<file path="src/rtl/alien_formation_mover.sv">
// -----------------------------------------------------------------------------
// alien_formation_mover
//
// Purpose:
//   Executes the per-step motion commands of the alien formation. A step timer
//   issues a periodic one-cycle step_tick to the upstream zig-zag motion
//   controller. One cycle later (move_strobe) the controller's one-hot motion
//   code is applied to the formation position. The block feeds back whether a
//   left or right step is possible. It shortens the step period after every
//   downward step. It raises a sticky flag once the formation has landed.
//
// Ports:
//   clk            in   1   system clock
//   reset          in   1   synchronous, active-high reset
//   motion         in   3   one-hot motion code: bit2 right, bit1 down,
//                           bit0 left, 000 none
//   pause          in   1   freezes the step timer
//   step_tick      out  1   one-cycle enable pulse to the motion controller
//   can_left       out  1   a left step is possible from the current X
//   can_right      out  1   a right step is possible from the current X
//   x_pos          out  10  formation left-edge X
//   y_pos          out  10  formation top-edge Y
//   step_period    out  26  current cycles per step
//   reached_bottom out  1   sticky landed flag, halts the step timer
//   illegal_motion out  1   sticky flag for a nonzero, non-one-hot motion code
// -----------------------------------------------------------------------------
module alien_formation_mover #(
  parameter int X_START       = 16,
  parameter int Y_START       = 0,
  parameter int X_MIN         = 0,
  parameter int X_RIGHT_LIMIT = 32,
  parameter int STEP_X        = 8,
  parameter int STEP_Y        = 8,
  parameter int Y_BOTTOM      = 24,
  parameter int PERIOD_INIT   = 4,
  parameter int PERIOD_DEC    = 1,
  parameter int PERIOD_MIN    = 2
) (
  input  logic        clk,
  input  logic        reset,
  input  logic [2:0]  motion,
  input  logic        pause,
  output logic        step_tick,
  output logic        can_left,
  output logic        can_right,
  output logic [9:0]  x_pos,
  output logic [9:0]  y_pos,
  output logic [25:0] step_period,
  output logic        reached_bottom,
  output logic        illegal_motion
);

  // Motion codes from the controller. There is no FSM here. These constants
  // name the only legal codes.
  localparam logic [2:0] MOTION_NONE  = 3'b000;
  localparam logic [2:0] MOTION_LEFT  = 3'b001;
  localparam logic [2:0] MOTION_DOWN  = 3'b010;
  localparam logic [2:0] MOTION_RIGHT = 3'b100;

  // Position constants in register width (10 bits). Compare constants are
  // one bit wider (11 bits) so that x/y plus a step cannot wrap before the
  // saturation test.
  localparam logic [9:0]  X_START_P     = 10'(X_START);
  localparam logic [9:0]  Y_START_P     = 10'(Y_START);
  localparam logic [9:0]  X_MIN_P       = 10'(X_MIN);
  localparam logic [9:0]  X_RIGHT_P     = 10'(X_RIGHT_LIMIT);
  localparam logic [9:0]  STEP_X_P      = 10'(STEP_X);
  localparam logic [9:0]  Y_BOTTOM_P    = 10'(Y_BOTTOM);
  localparam logic [10:0] STEP_X_W      = 11'(STEP_X);
  localparam logic [10:0] STEP_Y_W      = 11'(STEP_Y);
  localparam logic [10:0] X_RIGHT_W     = 11'(X_RIGHT_LIMIT);
  localparam logic [10:0] Y_BOTTOM_W    = 11'(Y_BOTTOM);
  localparam logic [10:0] LEFT_THRESH_W = 11'(X_MIN + STEP_X);

  // Period constants. PERIOD_SHRINK_MIN is the smallest period that can still
  // be reduced by PERIOD_DEC without going below the floor.
  localparam logic [25:0] PERIOD_INIT_P     = 26'(PERIOD_INIT);
  localparam logic [25:0] PERIOD_DEC_P      = 26'(PERIOD_DEC);
  localparam logic [25:0] PERIOD_MIN_P      = 26'(PERIOD_MIN);
  localparam logic [25:0] PERIOD_SHRINK_MIN = 26'(PERIOD_MIN + PERIOD_DEC);

  logic [25:0] count;
  logic        move_strobe;
  logic        timer_run;
  logic        timer_expired;

  logic        is_left;
  logic        is_right;
  logic        is_down;
  logic        is_bad;

  logic [10:0] right_sum;
  logic [10:0] down_sum;
  logic [9:0]  x_next;
  logic [9:0]  y_next;
  logic [25:0] period_next;
  logic        illegal_next;
  logic        bottom_next;

  // The timer only advances while the game is running: not paused and not
  // landed. The >= compare, rather than ==, means a period that shrinks
  // below the current count still expires on the next compare instead of
  // wrapping through 2^26 cycles.
  always_comb begin
    timer_run     = !pause && !reached_bottom;
    timer_expired = (count >= (step_period - 26'd1));
  end

  // Step timer and registered step_tick. When the timer is frozen the
  // count holds its value, so a paused step resumes where it stopped
  // instead of starting a fresh period.
  always_ff @(posedge clk) begin
    if (reset) begin
      count     <= 26'd0;
      step_tick <= 1'b0;
    end else if (!timer_run) begin
      step_tick <= 1'b0;
    end else if (timer_expired) begin
      count     <= 26'd0;
      step_tick <= 1'b1;
    end else begin
      count     <= count + 26'd1;
      step_tick <= 1'b0;
    end
  end

  // move_strobe trails step_tick by one cycle. The controller changes state
  // on the tick edge, so its motion code is only valid in this later cycle.
  // move_strobe is not gated by pause or reached_bottom, so a move that is
  // already in flight still completes. Reset clears it, which discards a
  // pending move.
  always_ff @(posedge clk) begin
    if (reset) begin
      move_strobe <= 1'b0;
    end else begin
      move_strobe <= step_tick;
    end
  end

  // Decode the motion code. Only the three one-hot codes and 000 are
  // meaningful. Any other nonzero code is flagged and produces no movement.
  always_comb begin
    is_left  = (motion == MOTION_LEFT);
    is_right = (motion == MOTION_RIGHT);
    is_down  = (motion == MOTION_DOWN);
    is_bad   = (motion != MOTION_NONE) && !is_left && !is_right && !is_down;
  end

  // Candidate sums are computed 11 bits wide, so the saturation test sees the
  // true value even near the top of the 10-bit range. can_left and
  // can_right depend only on the registered x_pos, so the controller sees
  // them settle within the current cycle.
  always_comb begin
    right_sum = {1'b0, x_pos} + STEP_X_W;
    down_sum  = {1'b0, y_pos} + STEP_Y_W;
    can_left  = ({1'b0, x_pos} >= LEFT_THRESH_W);
    can_right = (right_sum <= X_RIGHT_W);
  end

  // Next-state for position, period and illegal flag. Motion is ignored
  // outside move_strobe. A left step compares against the threshold before
  // subtracting, so x never wraps below X_MIN. A down step also shortens
  // the period, down to the floor.
  always_comb begin
    x_next       = x_pos;
    y_next       = y_pos;
    period_next  = step_period;
    illegal_next = illegal_motion;
    if (move_strobe) begin
      if (is_right) begin
        if (right_sum > X_RIGHT_W) begin
          x_next = X_RIGHT_P;
        end else begin
          x_next = right_sum[9:0];
        end
      end else if (is_left) begin
        if ({1'b0, x_pos} < LEFT_THRESH_W) begin
          x_next = X_MIN_P;
        end else begin
          x_next = x_pos - STEP_X_P;
        end
      end else if (is_down) begin
        if (down_sum >= Y_BOTTOM_W) begin
          y_next = Y_BOTTOM_P;
        end else begin
          y_next = down_sum[9:0];
        end
        if (step_period < PERIOD_SHRINK_MIN) begin
          period_next = PERIOD_MIN_P;
        end else begin
          period_next = step_period - PERIOD_DEC_P;
        end
      end else if (is_bad) begin
        illegal_next = 1'b1;
      end
    end
    bottom_next = reached_bottom || ({1'b0, y_next} >= Y_BOTTOM_W);
  end

  // Formation state registers. reached_bottom is set on the same edge that
  // y_pos reaches the bottom row. From the next cycle on it freezes the
  // timer, and it stays set until reset.
  always_ff @(posedge clk) begin
    if (reset) begin
      x_pos          <= X_START_P;
      y_pos          <= Y_START_P;
      step_period    <= PERIOD_INIT_P;
      reached_bottom <= 1'b0;
      illegal_motion <= 1'b0;
    end else begin
      x_pos          <= x_next;
      y_pos          <= y_next;
      step_period    <= period_next;
      reached_bottom <= bottom_next;
      illegal_motion <= illegal_next;
    end
  end

endmodule

</file>
<file path="config.mk">
export PLATFORM = sky130hd
export DESIGN_NAME = alien_formation_mover
export DESIGN_NICKNAME = d
export VERILOG_FILES = /design/src/rtl/alien_formation_mover.sv
export SDC_FILE = /design/constraint.sdc
export NUM_CORES = 1
export LEC_CHECK = 0
export CORE_MARGIN = 2
export CORE_UTILIZATION = 50
export CTS_CLUSTER_SIZE = 25
export DETAILED_ROUTE_END_ITERATION = 12
export GPL_TIMING_DRIVEN = 0
export HOLD_SLACK_MARGIN = 0.12
export PLACE_DENSITY = 0.69
export SLEW_MARGIN = 10
export SYNTH_ARGS = -nofsm -noshare
export SYNTH_HDL_FRONTEND = slang
export SYNTH_SLANG_ARGS = --single-unit
export TNS_END_PERCENT = 10
</file>
<file path="constraint.sdc">
create_clock -name clk -period 5.75 [get_ports clk]
set_input_delay 1.15 -clock clk [delete_from_list [all_inputs] [get_ports clk]]
set_output_delay 1.15 -clock clk [all_outputs]
set_load 0.005 [all_outputs]
</file>
==> impl_metrics.yaml, run 1 <==
run_status:
  status: "complete, no violations"
drt:
  drcViolationCount: 0
  detail-route-antenna-nets: 0
  avgRoutedWirePerCell_um: 16.1
  totalWireLength_mm: 11.5
  dr.pass1.iters: 4
  dr_total_vias: 4130
  viasPerCell: 5.81
  drt_iter0_drc: 173
clock_tree:
  clk_pin_slew_worst_paths_ns: 0.08
  clock-sinks: 73
  ctsHoldBuffers: 0
  cts_setup_buffers: 0
  cts_root_buf: "clkbuf_8"
  clock_path_buffers: 2
  numCtsBuffers: 9
  htreeDepth: 3
  cts_resized: 0
  insertion_delay_ns: 0.35
  cts_tree: "yes"
synth:
  synth-seq-area-share: 0.321
  synth.ff_latch_count: 73
  yosysMostFrequentCell: "dfxtp_1"
  synthFlopType: "dfxtp_1"
  syn_inst: 533
  syn_area_per_cell_um2: 8.55
  synth_area_leaders: "dfxtp_1 32%, ha_1 9.3%, xnor2_1 5.6%, xor2_1 4.8%, nor3_1 4.2%"
  async_reset_ff_frac: 0
  post-synth-top-area-fraction: 0.321
  netlist_area_mm2: 0.00456
  synth_area_leader_cell: "dfxtp_1"
  synth_edf_count: 0
  ys_warn_count: 0
  ys_types: 61
  synthTopCellsByCount: "73 x dfxtp_1, 39 x nand2_1, 38 x nor2_1, 38 x nor3_1, 34 x ha_1"
timing:
  slew_viol_final: 0
  period_minus_slack_ns: 4.63
  slew_headroom: 0.372
  max_freq_mhz: 216
  worstMarginPinSlew_ns: 0.928
  fin_worst_skew_ns: 0.0141
  fin_crit_sh: 0.805
  hold_viol: 0
  tns_ns: 0
  rsz0062_at_grt: "no"
  setup_viol: 0
finish:
  nFillCells: 796
  syn_to_final_growth_pct: 18.9
  multi_input_area_mm2: 0.00285
  finalNetCount: 638
  antenna_cells: 0
  final_layout_size_suffix_gt1_frac: 0.0862
  regArea_mm2: 0.00146
  finalNonFillerCells: 711
  final_util: 0.618
placement:
  place_congestion: 0.920
  dp_hpwl_mm: 8.59
  portBuffers: 52
  dp.cells: 695
floorplan:
  die_w_um: 99.5
  core_area_mm2: 0.00876
  ios: 57
  row_count: 34
  die_area_mm2: 0.00989
  fp.dieH_um: 99.5
  start_util: 0.520
global_route:
  grtUsageTotal: 0.243
  grt_pass1_wl_mm: 19.4
  antenna_found_initial: 0
  grt_pass1_vias: 3919
  globalRouteOverflowTotal: 0
  grt_max_degree: 13
critical_path:
  crit_path_max_fanout: 10
  path_class: "register to register"
  arrival_ns: 4.84
  endpoint_kind: "register"
  startpoint_type: "register"
  critical_path_required_ns: 5.96
job:
  drv_cap: 0
power_and_ir_drop:
  peakVddDrop_mv: 0.104
  leakage_uw: 0.00194
  power_density_mw_per_mm2: 177
min_path:
  hold_path_class: "register to register"
routing by layer:
metal | share of wire | vias up | wire (um) | global-route usage
met2 | 0.46 | 104 | 5270 | 0.374
li1 | - | 2060 | - | -
met5 | 0 | - | 0 | 0
met1 | 0.48 | 1960 | 5530 | 0.349
met4 | 0.0061 | 0 | 70 | 0.0537
met3 | 0.053 | 6 | 605 | 0.0548
cell type report:
| class | count | area share |
|---|---|---|
| clock inverters | 4 | 0.00970 |
| plain buffers | 30 | 0.0307 |
| clock buffers | 12 | 0.0268 |
| repair buffers | 52 | 0.0961 |
| multi-input cells | 410 | 0.527 |
| inverters | 22 | 0.0152 |
| flip-flops and latches | 73 | 0.270 |
| well taps | 108 | 0.0249 |
placed cells by master (no fill, tap or decap), types with 3 or more instances in the layout:
master / netlist / final
nand2b_1: 5 / 5
or2_2: 3 / 3
and2_1: 11 / 11
nor3b_1: 3 / 3
nor4_4: 4 / 4
or4_1: 3 / 3
nor3_1: 38 / 38
nand3_1: 20 / 20
buf_2: 7 / 7
nor2_1: 38 / 38
xnor2_1: 29 / 29
a31oi_1: 9 / 9
buf_4: 4 / 4
buf_6: 4 / 4
xor2_1: 25 / 25
conb_1: 1 / 3
clkdlybuf4s50_1: 0 / 52
inv_1: 22 / 22
nor2b_1: 6 / 6
nor4_1: 8 / 8
ha_1: 34 / 34
o21ai_0: 11 / 11
a311oi_1: 17 / 17
or2b_1: 3 / 3
a22oi_1: 7 / 7
dfxtp_1: 73 / 73
and4_1: 4 / 4
clkbuf_1: 15 / 17
nand4_1: 14 / 14
and3_1: 6 / 6
a21oi_1: 31 / 31
nand2_1: 39 / 39
clkbuf_8: 0 / 10
a211oi_1: 4 / 4
nor3_2: 4 / 4
final timing paths:
kind | startpoint | slack, ns | endpoint | depth (start not counted)
hold reg to reg | step_tick | 0.47 | move_strobe | 1
setup / recovery | step_period[6] | 1.12 | count[11] | 14
hold / removal | step_tick | 0.47 | move_strobe | 1
setup reg to reg | step_period[6] | 1.12 | count[11] | 14
flip-flops by register name, summed over array words and instances (netlist names):
register	count
reached_bottom	1
step_period	26
illegal_motion	1
y_pos	10
move_strobe	1
x_pos	7
step_tick	1
count	26
per-stage QoR:
| step | area (um^2) | total power (uW) | worst slack, ns | hold WS [ns] |
|---|---|---|---|---|
| 2_1_floorplan | 4560 | 547 | 2.36 | 0.460 |
| 3_5_place_dp | 5220 | 562 | 1.20 | 0.462 |
| 5_1_grt | 5420 | 1000 | 0.762 | 0.500 |
| 3_3_place_gp | 5220 | 561 | 1.28 | 0.460 |
| 6_report | 5420 | 961 | 1.12 | 0.473 |
| 4_1_cts | 5420 | 969 | 1.19 | 0.477 |
critical path, cell delays in order (launching register included):
cell and delay, ns:
dfxtp_1 0.39, nor3_1 0.62, nand4_1 0.34, nor3b_1 0.32, xor2_1 0.22, inv_1 0.07, ha_1 0.29, nand4_1 0.12
nor4_1 0.65, o311ai_1 0.28, and3_1 0.24, clkbuf_1 0.21, a21oi_2 0.39, buf_2 0.30, nor3_1 0.08
cells by family (layout without fill, tap and decap cells):
| kind of cell | count (synthesis) | after routing | share of synthesized area |
|---|---|---|---|
| compound gates | 95 | 95 | 0.141 |
| xor+xnor | 54 | 54 | 0.104 |
| fa+ha+maj | 35 | 35 | 0.0956 |
| buf+inv | 52 | 120 | 0.0546 |
| flops | 73 | 73 | 0.321 |
| mux | 1 | 1 | 0.00247 |
| other cells | 1 | 3 | 0.000823 |
| simple gates | 222 | 222 | 0.281 |
where the power goes:
| part | internal, uW | leakage, uW | switching [uW] | total (uW) |
|---|---|---|---|---|
| combinational | 15.2 | 0.00125 | 26.6 | 41.8 |
| sequential | 507 | 0.000588 | 2.08 | 509 |
| clock | 214 | 0.000101 | 196 | 410 |
(Power assumes the default switching activity.)
==> inputs of run 2 (changes only) <==
==> constraint.sdc (replaced) <==
create_clock -name clk -period 4.4 [get_ports clk]
set_input_delay 0.88 -clock clk [delete_from_list [all_inputs] [get_ports clk]]
set_output_delay 0.88 -clock clk [all_outputs]
set_load 0.005 [all_outputs]
==> run 2 against run 1 <==
Clock-buffer cell count stayed put. Combinational power grew 34%. Global-route usage is the same. Cell count rose by 0.42%. Critical path type unchanged. Critical endpoint unchanged.
==> impl_metrics.yaml, run 2 (same netlist as run 1, synthesis figures left out) <==
global_route:
  grt_pass1_wl_mm: 19.4
  grt_max_degree: 13
  grt_pass1_vias: 3916
  grtUsageTotal: 0.243
  antenna_found_initial: 0
  globalRouteOverflowTotal: 0
placement:
  place_congestion: 0.920
  portBuffers: 52
  place_area_mm2: 0.00522
  dp.cells: 695
  dp_hpwl_mm: 8.59
finish:
  nFillCells: 787
  syn_to_final_growth_pct: 20.3
  design_area_mm2: 0.00548
  finalNetCount: 641
  antenna_cells: 0
  most-common-layout-cells: "73 x dfxtp_1, 52 x clkdlybuf4s50_1, 39 x nand2_1"
  final_layout_size_suffix_gt1_frac: 0.0990
  finalNonFillerCells: 714
  largestRegisters: "count (26), step_period (26), y_pos (10)"
  final_common_cell: "dfxtp_1"
min_path:
  hp-start: "step_tick"
  holdPathStages: 1
  hold_path_class: "register to register"
  hold_path_end: "move_strobe"
clock_tree:
  ctsHoldBuffers: 0
  clk_pin_slew_worst_paths_ns: 0.08
  insertion_delay_ns: 0.36
  cts_tree: "yes"
  clock_path_buffers: 2
  cts_root_buf: "clkbuf_8"
  clock-sinks: 73
  numCtsBuffers: 9
  htreeDepth: 3
timing:
  fin_crit_sh: 0.934
  max_freq_mhz: 243
  fin_worst_skew_ns: 0.0133
  hold_viol: 0
  slew_headroom: 0.382
  setup_viol: 0
  rsz0062_at_grt: "no"
  period_minus_slack_ns: 4.11
  worstMarginPinSlew_ns: 0.914
  slew_viol_final: 0
power_and_ir_drop:
  peakVddDrop_mv: 0.140
  pwr-share-seq: 0.526
  power_density_mw_per_mm2: 231
  p_total_uw: 1270
  switching_power_uw: 303
  internal-power_uw: 962
  p_sw_frac: 0.239
  share_comb_of_total_power: 0.044
  leakage_uw: 0.00197
  power_frac_clock: 0.430
floorplan:
  die_w_um: 99.5
  fp.dieH_um: 99.5
  die_area_mm2: 0.00989
  core_area_mm2: 0.00876
  row_count: 34
  ios: 57
  start_util: 0.520
drt:
  totalWireLength_mm: 11.7
  dr.pass1.iters: 5
  dr_total_vias: 4169
  detail-route-antenna-nets: 0
  viasPerCell: 5.84
  drt_iter0_drc: 190
  avgRoutedWirePerCell_um: 16.3
  drcViolationCount: 0
job:
  drv_cap: 0
critical_path:
  crit_path_max_fanout: 10
  critical_path_required_ns: 4.62
  rr_startpoint: "step_period[10]"
  cp_cell_sequence: "buf_2 -> nor4_4 -> nand4_1 -> nor3b_2 -> xor2_1 -> inv_1 -> ha_1 -> nand4_1 -> nor4_4 -> o311ai_1 -> and3_1 -> clkbuf_1 -> a21oi_4 -> buf_2 -> nor3_1"
  reg2reg_setup_slack_ns: 0.29
  slowest_stage: "nor4_4"
  reg2regPathDepth: 15
  critPathMaxStageDelay_ns: 0.43
  crit_family: "simple AND/OR/NAND/NOR gates"
  path_class: "register to register"
  startpoint_type: "register"
  r2r_end: "count[11]"
  endpoint_kind: "register"
  path_buf_inv: 4
  arrival_ns: 4.33
run_status:
  status: "complete, no violations"
run 2: cell count changes in the layout (fill, tap and decap cells not counted):
cell,delta
nor4_1,-2
nor3b_1,-1
nor4_4,+1
nor3b_2,+1
nor3_1,-2
a21oi_4,+1
nor4_2,+1
a21oi_2,-1
nor3_2,+2
buf_4,+3
run 2: per-stage QoR:
stage	hold slack (ns)	TNS, ns	setup WS (ns)	utilization
floorplan	0.460	0	1.01	-
global placement	0.460	-1.33	-0.0745	0.596
detailed placement	0.462	-2.67	-0.149	0.596
CTS	0.477	0	0.0589	0.619
global route	0.500	0	0.0387	0.626
finish	0.473	0	0.290	0.626
run 2: power by group through the flow:
stage	Clock [uW]	Sequential, uW	Combinational, uW
after floorplan	0	680	34.9
after global placement	0	681	52.5
after detailed placement	0	681	53.9
after CTS	547	665	54.2
after global routing	581	666	61.7
final	544	665	56.0
run 2: worst max-delay path by stage:
| stage | to | slack, ns | startpoint | cells after the start |
|---|---|---|---|---|
| 2_1_floorplan | count[10] | 1.01 | step_period[0] | 17 |
| 3_3_place_gp | count[25] | -0.07 | step_period[6] | 14 |
| 3_5_place_dp | count[9] | -0.15 | step_period[6] | 14 |
| 4_1_cts | count[9] | 0.06 | step_period[6] | 14 |
| 5_1_grt | count[10] | 0.04 | step_period[10] | 15 |
| 6_report | count[11] | 0.29 | step_period[10] | 15 |
run 2: timing repair:
item                                    4_1_cts  5_1_grt
setup buffers                                 0        3
gates resized for setup                       1        6
endpoints found under the hold margin         0        0
endpoints found under the setup margin       20       23
run 2: final cells by class:
| type | instances | area [um^2] | share of cell area |
|---|---|---|---|
| sequential | 73 | 1460 | 0.266 |
| tap | 108 | 135 | 0.0246 |
| buffer | 30 | 166 | 0.0303 |
| clock buffer | 12 | 145 | 0.0265 |
| timing repair buffer | 55 | 543 | 0.0990 |
| multi-input combinational | 410 | 2900 | 0.528 |
| clock inverter | 4 | 52.6 | 0.00958 |
| inverter | 22 | 82.6 | 0.0151 |
run 2: routing by layer:
layer | track usage | up-vias | share of wire
met3 | 0.0548 | 16 | 0.050
met2 | 0.373 | 99 | 0.46
li1 | - | 2062 | -
met5 | 0 | - | 0
met4 | 0.0537 | 0 | 0.012
met1 | 0.349 | 1992 | 0.48
run 2: worst reg2reg max path, stage by stage (launching register included):
cell      delay, ns
dfxtp_1        0.34
buf_2          0.18
nor4_4         0.43
nand4_1        0.29
nor3b_2        0.27
xor2_1         0.21
inv_1          0.07
ha_1           0.29
nand4_1        0.18
nor4_4         0.43
o311ai_1       0.23
and3_1         0.21
clkbuf_1       0.22
a21oi_4        0.28
buf_2          0.28
nor3_1         0.08
==> inputs of run 3 (changes only) <==
--- a/config.mk
+++ b/config.mk
@@ -5,6 +5,7 @@
 export SDC_FILE = /design/constraint.sdc
 export NUM_CORES = 1
 export LEC_CHECK = 0
+export ABC_AREA = 0
 export CORE_MARGIN = 2
 export CORE_UTILIZATION = 50
 export CTS_CLUSTER_SIZE = 25
==> results of run 3 <==
Final layout, timing and power as in run 2 (identical DEF).
